<file path="src/rtl/framebuffer_write.sv">
// Byte-stream to framebuffer write port: pairs bytes into RGB565 pixels and
// writes them in stream order using the display's {half, row, ~column} map.
module framebuffer_write #(
  parameter int COLUMN_BITS     = 6,
  parameter int ROW_BITS        = 4,
  parameter bit HIGH_BYTE_FIRST = 1'b1
) (
  input  logic                            clk_in,
  input  logic                            reset,
  input  logic                            frame_start,
  input  logic [7:0]                      data_in,
  input  logic                            data_valid,
  output logic [ROW_BITS+COLUMN_BITS:0]   ram_address,
  output logic [15:0]                     ram_data_out,
  output logic                            ram_write_enable,
  output logic                            ram_clk_enable,
  output logic [ROW_BITS+COLUMN_BITS:0]   pixel_count,
  output logic                            frame_done
);

  localparam int AW = 1 + ROW_BITS + COLUMN_BITS;
  localparam logic [AW-1:0] PIXEL_ONE = {{(AW-1){1'b0}}, 1'b1};

  typedef enum logic {
    PH_FIRST  = 1'b0,
    PH_SECOND = 1'b1
  } phase_t;

  phase_t        r_phase;
  logic [7:0]    r_held;
  logic [AW-1:0] r_pixel;
  logic [AW-1:0] r_address;
  logic [15:0]   r_data;
  logic          r_write_enable;
  logic          r_frame_done;

  logic [15:0]   w_pixel;
  logic [AW-1:0] w_address;
  logic          w_last_pixel;

  assign w_pixel      = HIGH_BYTE_FIRST ? {r_held, data_in} : {data_in, r_held};
  // The fetch side scans columns right-to-left, hence the inverted column field.
  assign w_address    = {r_pixel[AW-1:COLUMN_BITS], ~r_pixel[COLUMN_BITS-1:0]};
  assign w_last_pixel = &r_pixel;

  // NOTE: all state below uses non-blocking assignments so every register
  // samples the pre-edge values, regardless of statement order.
  always_ff @(posedge clk_in or posedge reset) begin
    if (reset) begin
      r_phase        <= PH_FIRST;
      r_held         <= 8'h00;
      r_pixel        <= '0;
      r_address      <= '0;
      r_data         <= 16'h0000;
      r_write_enable <= 1'b0;
      r_frame_done   <= 1'b0;
    end else begin
      r_write_enable <= 1'b0;
      r_frame_done   <= 1'b0;
      if (frame_start) begin
        // A byte arriving with frame_start becomes the first byte of pixel 0.
        r_pixel <= '0;
        if (data_valid) begin
          r_held  <= data_in;
          r_phase <= PH_SECOND;
        end else begin
          r_held  <= 8'h00;
          r_phase <= PH_FIRST;
        end
      end else if (data_valid) begin
        case (r_phase)
          PH_FIRST: begin
            r_held  <= data_in;
            r_phase <= PH_SECOND;
          end
          PH_SECOND: begin
            r_data         <= w_pixel;
            r_address      <= w_address;
            r_write_enable <= 1'b1;
            r_frame_done   <= w_last_pixel;
            r_pixel        <= r_pixel + PIXEL_ONE;
            r_phase        <= PH_FIRST;
          end
          default: r_phase <= PH_FIRST;
        endcase
      end
    end
  end

  assign ram_address      = r_address;
  assign ram_data_out     = r_data;
  assign ram_write_enable = r_write_enable;
  assign ram_clk_enable   = r_write_enable;
  assign pixel_count      = r_pixel;
  assign frame_done       = r_frame_done;

endmodule

</file>
<file path="config.mk">
export PLATFORM = sky130hd
export DESIGN_NAME = framebuffer_write
export DESIGN_NICKNAME = d
export VERILOG_FILES = /design/src/rtl/framebuffer_write.sv
export SDC_FILE = /design/constraint.sdc
export NUM_CORES = 1
export LEC_CHECK = 0
export BUFFER_PORTS_ARGS = -buffer_cell sky130_fd_sc_hd__buf_2
export CORE_UTILIZATION = 42
export DETAILED_ROUTE_END_ITERATION = 10
export PLACE_DENSITY = 0.71
export SLEW_MARGIN = 40
export SYNTH_ARGS = -nofsm -noshare
export SYNTH_HDL_FRONTEND = slang
export SYNTH_SLANG_ARGS = --single-unit
</file>
<file path="constraint.sdc">
create_clock -name clk_in -period 4 [get_ports clk_in]
set_input_delay 0.8 -clock clk_in [delete_from_list [all_inputs] [get_ports clk_in]]
set_output_delay 0.8 -clock clk_in [all_outputs]
set_load 0.005 [all_outputs]
</file>
==> results of run 1 <==
[power by group through the flow]
stage / Sequential (W) / Combinational, W / Clock, W
after detailed placement: 0.000589 / 0.000136 / 0
after floorplan: 0.000591 / 0.0000674 / 0
after global placement: 0.000590 / 0.000130 / 0
after global routing: 0.000588 / 0.000150 / 0.000307
final: 0.000581 / 0.000133 / 0.000280
after CTS: 0.000582 / 0.000135 / 0.000288
[worst min-delay path, cell delays in order, from the launching register on]
cell,delay (ns)
dfrtp_1,0.35
nand2_1,0.04
o21ai_0,0.06
[cell families after synthesis]
family | synth area share [%]
flip-flops | 62.1
AO/OA/AOI/OAI | 6.71
XOR/XNOR | 3.99
buffers and inverters | 5.00
AND/OR/NAND/NOR | 19.9
multiplexers | 1.71
adder cells (fa/ha/maj) | 0.633
[synthesized netlist by cell type, types with 2 or more instances]
master / number / share of area [%]
nand2_1: 61 / 12
dfrtp_1: 49 / 62
nor2_1: 9 / 1.7
xor2_1: 9 / 4.0
a22o_1: 8 / 3.5
buf_4: 8 / 3.0
o21ai_0: 8 / 2.0
nand3_1: 6 / 1.5
clkbuf_1: 4 / 0.76
a21oi_1: 3 / 0.76
inv_1: 3 / 0.57
mux2_2: 3 / 1.7
and4_4: 2 / 1.1
inv_2: 2 / 0.38
nand3_2: 2 / 1.0
nand4_1: 2 / 0.63
[state kept, by name, summed over array words and instances (netlist names)]
signal / count
frame_done: 1
pixel_count: 11
r_held: 8
r_phase: 1
ram_address: 11
ram_clk_enable: 1
ram_data_out: 16
[layout make-up]
type / count / area (um2)
fill: 430 / 2140
sequential: 49 / 1230
multi-input combinational: 122 / 651
timing repair buffer: 52 / 260
clock buffer: 6 / 72.6
tap: 52 / 65.1
inverter: 5 / 21.3
clock inverter: 2 / 10.0
[placed cells by master, fill, tap and decap left out]
cell / n
a22o_1: 8
ha_1: 1
o21ai_0: 8
nand2_1: 61
a21oi_1: 3
or2_2: 1
clkinv_2: 2
inv_4: 1
mux2_2: 3
xor2_1: 9
nor4_1: 1
nand4_1: 2
clkbuf_8: 5
dfrtp_1: 49
nand3_1: 6
and3_1: 1
buf_2: 52
nand2_2: 1
inv_2: 2
nand3_2: 2
and4_4: 2
a21boi_1: 1
nor3_1: 1
and4_1: 1
nor2_1: 9
or3_1: 1
clkbuf_1: 1
inv_1: 2
[path summary, 6_finish.rpt]
path                           startpoint          endpoint  cells past startpoint  slack (ns)
max                           frame_start  ram_data_out[10]                      6        1.95
min                        ram_address[3]    ram_address[3]                      2        0.48
max reg2reg                       r_phase  ram_data_out[10]                      4        2.18
min reg2reg                ram_address[3]    ram_address[3]                      2        0.48
max in group asynchronous           reset    ram_address[0]                      2        3.03
min in group asynchronous           reset   ram_data_out[8]                      2        0.57
[routing by layer]
layer	vias up	GRT usage, %	routed length [um]
met5	-	0	0
met4	0	7.56	63
met3	7	5.98	246
met2	41	25.9	1680
met1	672	21.2	1770
li1	707	-	-
[through the flow]
step	power [W]	cells	instance area [um2]
final	0.000993	288	2310
after floorplan	0.000659	189	1980
after CTS	0.00101	288	2310
after global placement	0.000721	280	2220
after detailed placement	0.000726	280	2220
after global routing	0.00105	288	2310
==> flow_metrics.env, run 1 <==
export IMPL_drc_errors=7
export IMPL_wl_um=3750
export IMPL_swShare_pct=26.3
export IMPL_worst_setup_path_start_kind="input port"
export IMPL_yosys_warnings=0
export IMPL_drive_gt1_share_pct=30.1
export IMPL_max_stage_delay_ns=0.53
export IMPL_worst_clock_skew_ns=0.00704
export IMPL_cts_path_max_buffers=2
export IMPL_ys_flop_type="dfrtp_1"
export IMPL_grt_max_degree=50
export IMPL_grt_pass1_vias=1409
export IMPL_drt_pass1_iterations=6
export IMPL_seq_power_share_pct=58.5
export IMPL_cts_setup_buffers=0
export IMPL_setup_ws_ns=1.95
export IMPL_via_per_inst=4.95
export IMPL_ctsResizeCount=0
export IMPL_fmax_mhz=488
export IMPL_drt_wirelength_per_cell_um=13.0
export IMPL_grt_usage_pct=16.7
export IMPL_seq_area_frac_synth_pct=62.1
export IMPL_syn2layout_area_growth_pct=16.7
export IMPL_yosysUniqueCellTypes=26
export IMPL_setup_worst_path_class="in -> reg"
export IMPL_p_clk_share_pct=28.2
export IMPL_drv_slew=0
export IMPL_crit_buf_inv=3
export IMPL_p_comb_share_pct=13.3
export IMPL_relSlewSlack_pct=53.4
export IMPL_internal_power_w=0.000732
export IMPL_rsz0062_at_grt="false"
export IMPL_insertion_delay_ns=0.30
export IMPL_grt_ovfl_total=0
export IMPL_cts_tree="built"
export IMPL_finalSetupViolations=0
export IMPL_crit_arrival_ns=2.29
export IMPL_initial_core_util_pct=44.5
export IMPL_min_path_type="reg -> reg"
export IMPL_dp_slack_ns=1.61
export IMPL_port_buffers=52
export IMPL_timing_final_crit_share_pct=51.3
export IMPL_place_hpwl_um=2490
export IMPL_cts_sinks=49
export IMPL_cap_violations=0
export IMPL_antennaDiodeCount=0
export IMPL_path_delay_family="buffers and inverters"
export IMPL_power_net_switching_w=0.000262
export IMPL_cp_max_fo=36
export IMPL_worstMarginPinSlew_ns=0.698
export IMPL_grt_pass1_wl_um=6380
export IMPL_endpoint_kind="flop"
export IMPL_syn_area_mm2=0.00198
export IMPL_final_antenna_net_count=0
export IMPL_avgSynthCellArea_um2=10.5
export IMPL_grt_antenna_before_repair=0
export IMPL_final_setup_tns_ns=0
export IMPL_synth_edf_count=0
export IMPL_final_nets=248
export IMPL_finish_utilization_pct=51.9
export IMPL_rows=24
export IMPL_cts_buffers=5
export IMPL_vias=1427
export IMPL_vdd_drop_max_uv=198
export IMPL_finalHoldViolCount=0
export IMPL_worstPathRequired_ns=4.24
export IMPL_leakagePower_nw=1.27
export IMPL_outcome="complete, but fails checks"
export IMPL_synthArstFlopShare_pct=100
export IMPL_layout_min_cycle_time_ns=2.05
export IMPL_crit_slowest_cell="nand3_2"
export IMPL_holdWs_ns=0.480
export IMPL_synthesis_instances=189
export IMPL_path_clk_slew_ns=0.08
export IMPL_htree_num_levels=2
export IMPL_cts_root_buffer="clkbuf_8"
export IMPL_ys_seq_elements=49
export IMPL_die_area_mm2=0.00498
export IMPL_worstPathCellList="buf_2, inv_2, nand3_2, inv_2, nand2_1, nand2_1"
export IMPL_cts_hold_buffers=0
export IMPL_synth_fp_nets=202
export IMPL_gp_congestion=0.814
export IMPL_failed_checks="DRC"
export IMPL_ioPinCount=53
export IMPL_die_h_um=70.6
export IMPL_p_per_area_mw_per_mm2=431
export IMPL_core_area_mm2=0.00444
export IMPL_chipWidth_um=70.6
export IMPL_drtIter0Drc=64
No activity file was read; power rests on OpenSTA's default activity.
==> run 2: changes to the inputs <==
ABC_AREA = 1   (was unset)
clock period = 2.1 ns   (was 4 ns; I/O delays follow)
==> flow_metrics.env, run 2 <==
export IMPL_cts_setup_buffers=0
export IMPL_relSlewSlack_pct=56.4
export IMPL_synth_fp_nets=246
export IMPL_syn2layout_area_growth_pct=19.3
export IMPL_ys_flop_type="dfrtp_1"
export IMPL_yosysTopAreaCellShare_pct=58.6
export IMPL_finish_utilization_pct=52.4
export IMPL_rsz0062_at_grt="false"
export IMPL_path_delay_family="flip-flops"
export IMPL_finalPower_w=0.00208
export IMPL_layout_common_cells="57 x nand2_1, 52 x buf_2, 49 x dfrtp_1"
export IMPL_cts_hold_buffers=0
export IMPL_drv_slew=0
export IMPL_yosys_warnings=0
export IMPL_final_nets=296
export IMPL_placed_cell_area_mm2=0.00237
export IMPL_synth_top_cell_by_area="dfrtp_1"
export IMPL_syn_area_mm2=0.00209
export IMPL_ys_seq_elements=49
export IMPL_final_antenna_net_count=0
export IMPL_reg2reg_to="pixel_count[7]"
export IMPL_grt_pass1_wl_um=7090
export IMPL_cts_buffers=5
export IMPL_via_per_inst=4.71
export IMPL_ctsResizeCount=0
export IMPL_cts_path_max_buffers=2
export IMPL_wl_um=4070
export IMPL_port_buffers=52
export IMPL_min_path_type="in -> async"
export IMPL_core_area_mm2=0.00475
export IMPL_worstPathCellList="buf_2"
export IMPL_worst_clock_skew_ns=0.00909
export IMPL_layout_commonest_cell="nand2_1"
export IMPL_final_setup_tns_ns=0
export IMPL_ioPinCount=53
export IMPL_place_hpwl_um=2920
export IMPL_crit_slowest_cell="dfrtp_1"
export IMPL_gp_congestion=0.772
export IMPL_vdd_drop_max_uv=319
export IMPL_setup_worst_path_class="reg -> out"
export IMPL_worst_setup_path_start_kind="flop"
export IMPL_fillers=465
export IMPL_leakagePower_nw=1.31
export IMPL_cts_tree="built"
export IMPL_grt_usage_pct=17.6
export IMPL_drtIter0Drc=95
export IMPL_worstPathRequired_ns=1.68
export IMPL_fmax_mhz=710
export IMPL_finalSetupViolations=0
export IMPL_synth_edf_count=0
export IMPL_cap_violations=0
export IMPL_synthArstFlopShare_pct=100
export IMPL_r2r_slack_ns=0.73
export IMPL_cts_root_buffer="clkbuf_8"
export IMPL_cts_sinks=49
export IMPL_cp_max_fo=8
export IMPL_reg2regPathDepth=5
export IMPL_endpoint_kind="output port"
export IMPL_layout_min_cycle_time_ns=1.41
export IMPL_grt_max_degree=52
export IMPL_drc_errors=0
export IMPL_chipWidth_um=72.6
export IMPL_stdcell_area_mm2=0.00249
export IMPL_grt_ovfl_total=0
export IMPL_synthTopCellsByArea="dfrtp_1 59%, nand2_1 10%, o21ai_0 6.2%"
export IMPL_crit_buf_inv=1
export IMPL_rows=25
export IMPL_yosysUniqueCellTypes=22
export IMPL_antennaDiodeCount=0
export IMPL_largest_reg_flops=16
export IMPL_synthTopCellsByCount="57 x nand2_1, 49 x dfrtp_1, 28 x inv_1"
export IMPL_seq_area_frac_synth_pct=58.6
export IMPL_synthesis_instances=233
export IMPL_timing_rr_start="r_phase"
export IMPL_cp_startpoint="pixel_count[3]"
export IMPL_synth_most_common_cell="nand2_1"
export IMPL_drt_wirelength_per_cell_um=11.6
export IMPL_insertion_delay_ns=0.30
export IMPL_die_area_mm2=0.00526
export IMPL_drt_pass1_iterations=4
export IMPL_timing_final_crit_share_pct=67.1
export IMPL_outcome="completed"
export IMPL_p_per_area_mw_per_mm2=836
export IMPL_drive_gt1_share_pct=26.1
export IMPL_max_stage_delay_ns=0.52
export IMPL_vias=1652
export IMPL_worstMarginPinSlew_ns=0.650
export IMPL_crit_arrival_ns=0.99
export IMPL_grt_pass1_vias=1579
export IMPL_path_clk_slew_ns=0.09
export IMPL_initial_core_util_pct=44.0
export IMPL_grt_antenna_before_repair=0
export IMPL_avgSynthCellArea_um2=8.97
export IMPL_finalHoldViolCount=0
export IMPL_die_h_um=72.6
export IMPL_htree_num_levels=2
run 2: cell count changes in the layout (fill, tap and decap cells not counted), moves of 4 or more:
cell     delta
nor2_1      +7
inv_1      +25
o21ai_0    +18
nand2_1     -4
o22ai_1     +8
a22o_1      -7
nand3_1    +12
xor2_1      -9
run 2: worst max-delay path by stage:
| stage | endpoint | slack [ns] | depth (start not counted) |
|---|---|---|---|
| global route | pixel_count[4] | 0.55 | 6 |
| global placement | pixel_count[5] | 0.63 | 7 |
| finish | pixel_count[3] | 0.69 | 1 |
| CTS | pixel_count[3] | 0.67 | 1 |
| floorplan | frame_done | 0.51 | 1 |
| detailed placement | pixel_count[5] | 0.61 | 7 |
run 2: cell families (layout without fill, tap and decap cells):
family                     Yosys count  in the layout  synth area share, %
AOI/OAI and AO/OA                   38             38                 9.93
xor gates and xnor gates             1              1                0.419
adders and majority gates            1              1                0.598
buffers and inverters               42             93                 9.45
DFF                                 49             49                 58.6
and+or+nand+nor                    102            102                 20.9
run 2: power by group:
part | internal, W | switching (W)
registers | 0.00105 | 0.0000532
clock network | 0.000387 | 0.000311
logic | 0.000126 | 0.000155
total | 0.00156 | 0.000519
run 2: final cells by class:
type / count / area [um2] / share of cell area (%)
sequential: 49 / 1230 / 49.2
multi-input combinational: 142 / 667 / 26.7
clock buffer: 6 / 82.6 / 3.31
timing repair buffer: 55 / 283 / 11.3
clock inverter: 2 / 37.5 / 1.51
tap: 67 / 83.8 / 3.36
inverter: 30 / 114 / 4.57
run 2: metrics by stage:
step	setup WS, ns	cells	hold slack [ns]
final	0.691	351	0.162
after CTS	0.671	351	0.181
after global routing	0.549	351	0.207
after detailed placement	0.606	343	0.468
after global placement	0.629	343	0.463
after floorplan	0.507	233	0.465
run 2: routing by layer:
| layer | track usage [%] | wire length [um] |
|---|---|---|
| met5 | 0 | 0 |
| met2 | 27.6 | 1890 |
| met3 | 3.89 | 177 |
| met1 | 23.8 | 1930 |
| met4 | 7.41 | 76 |
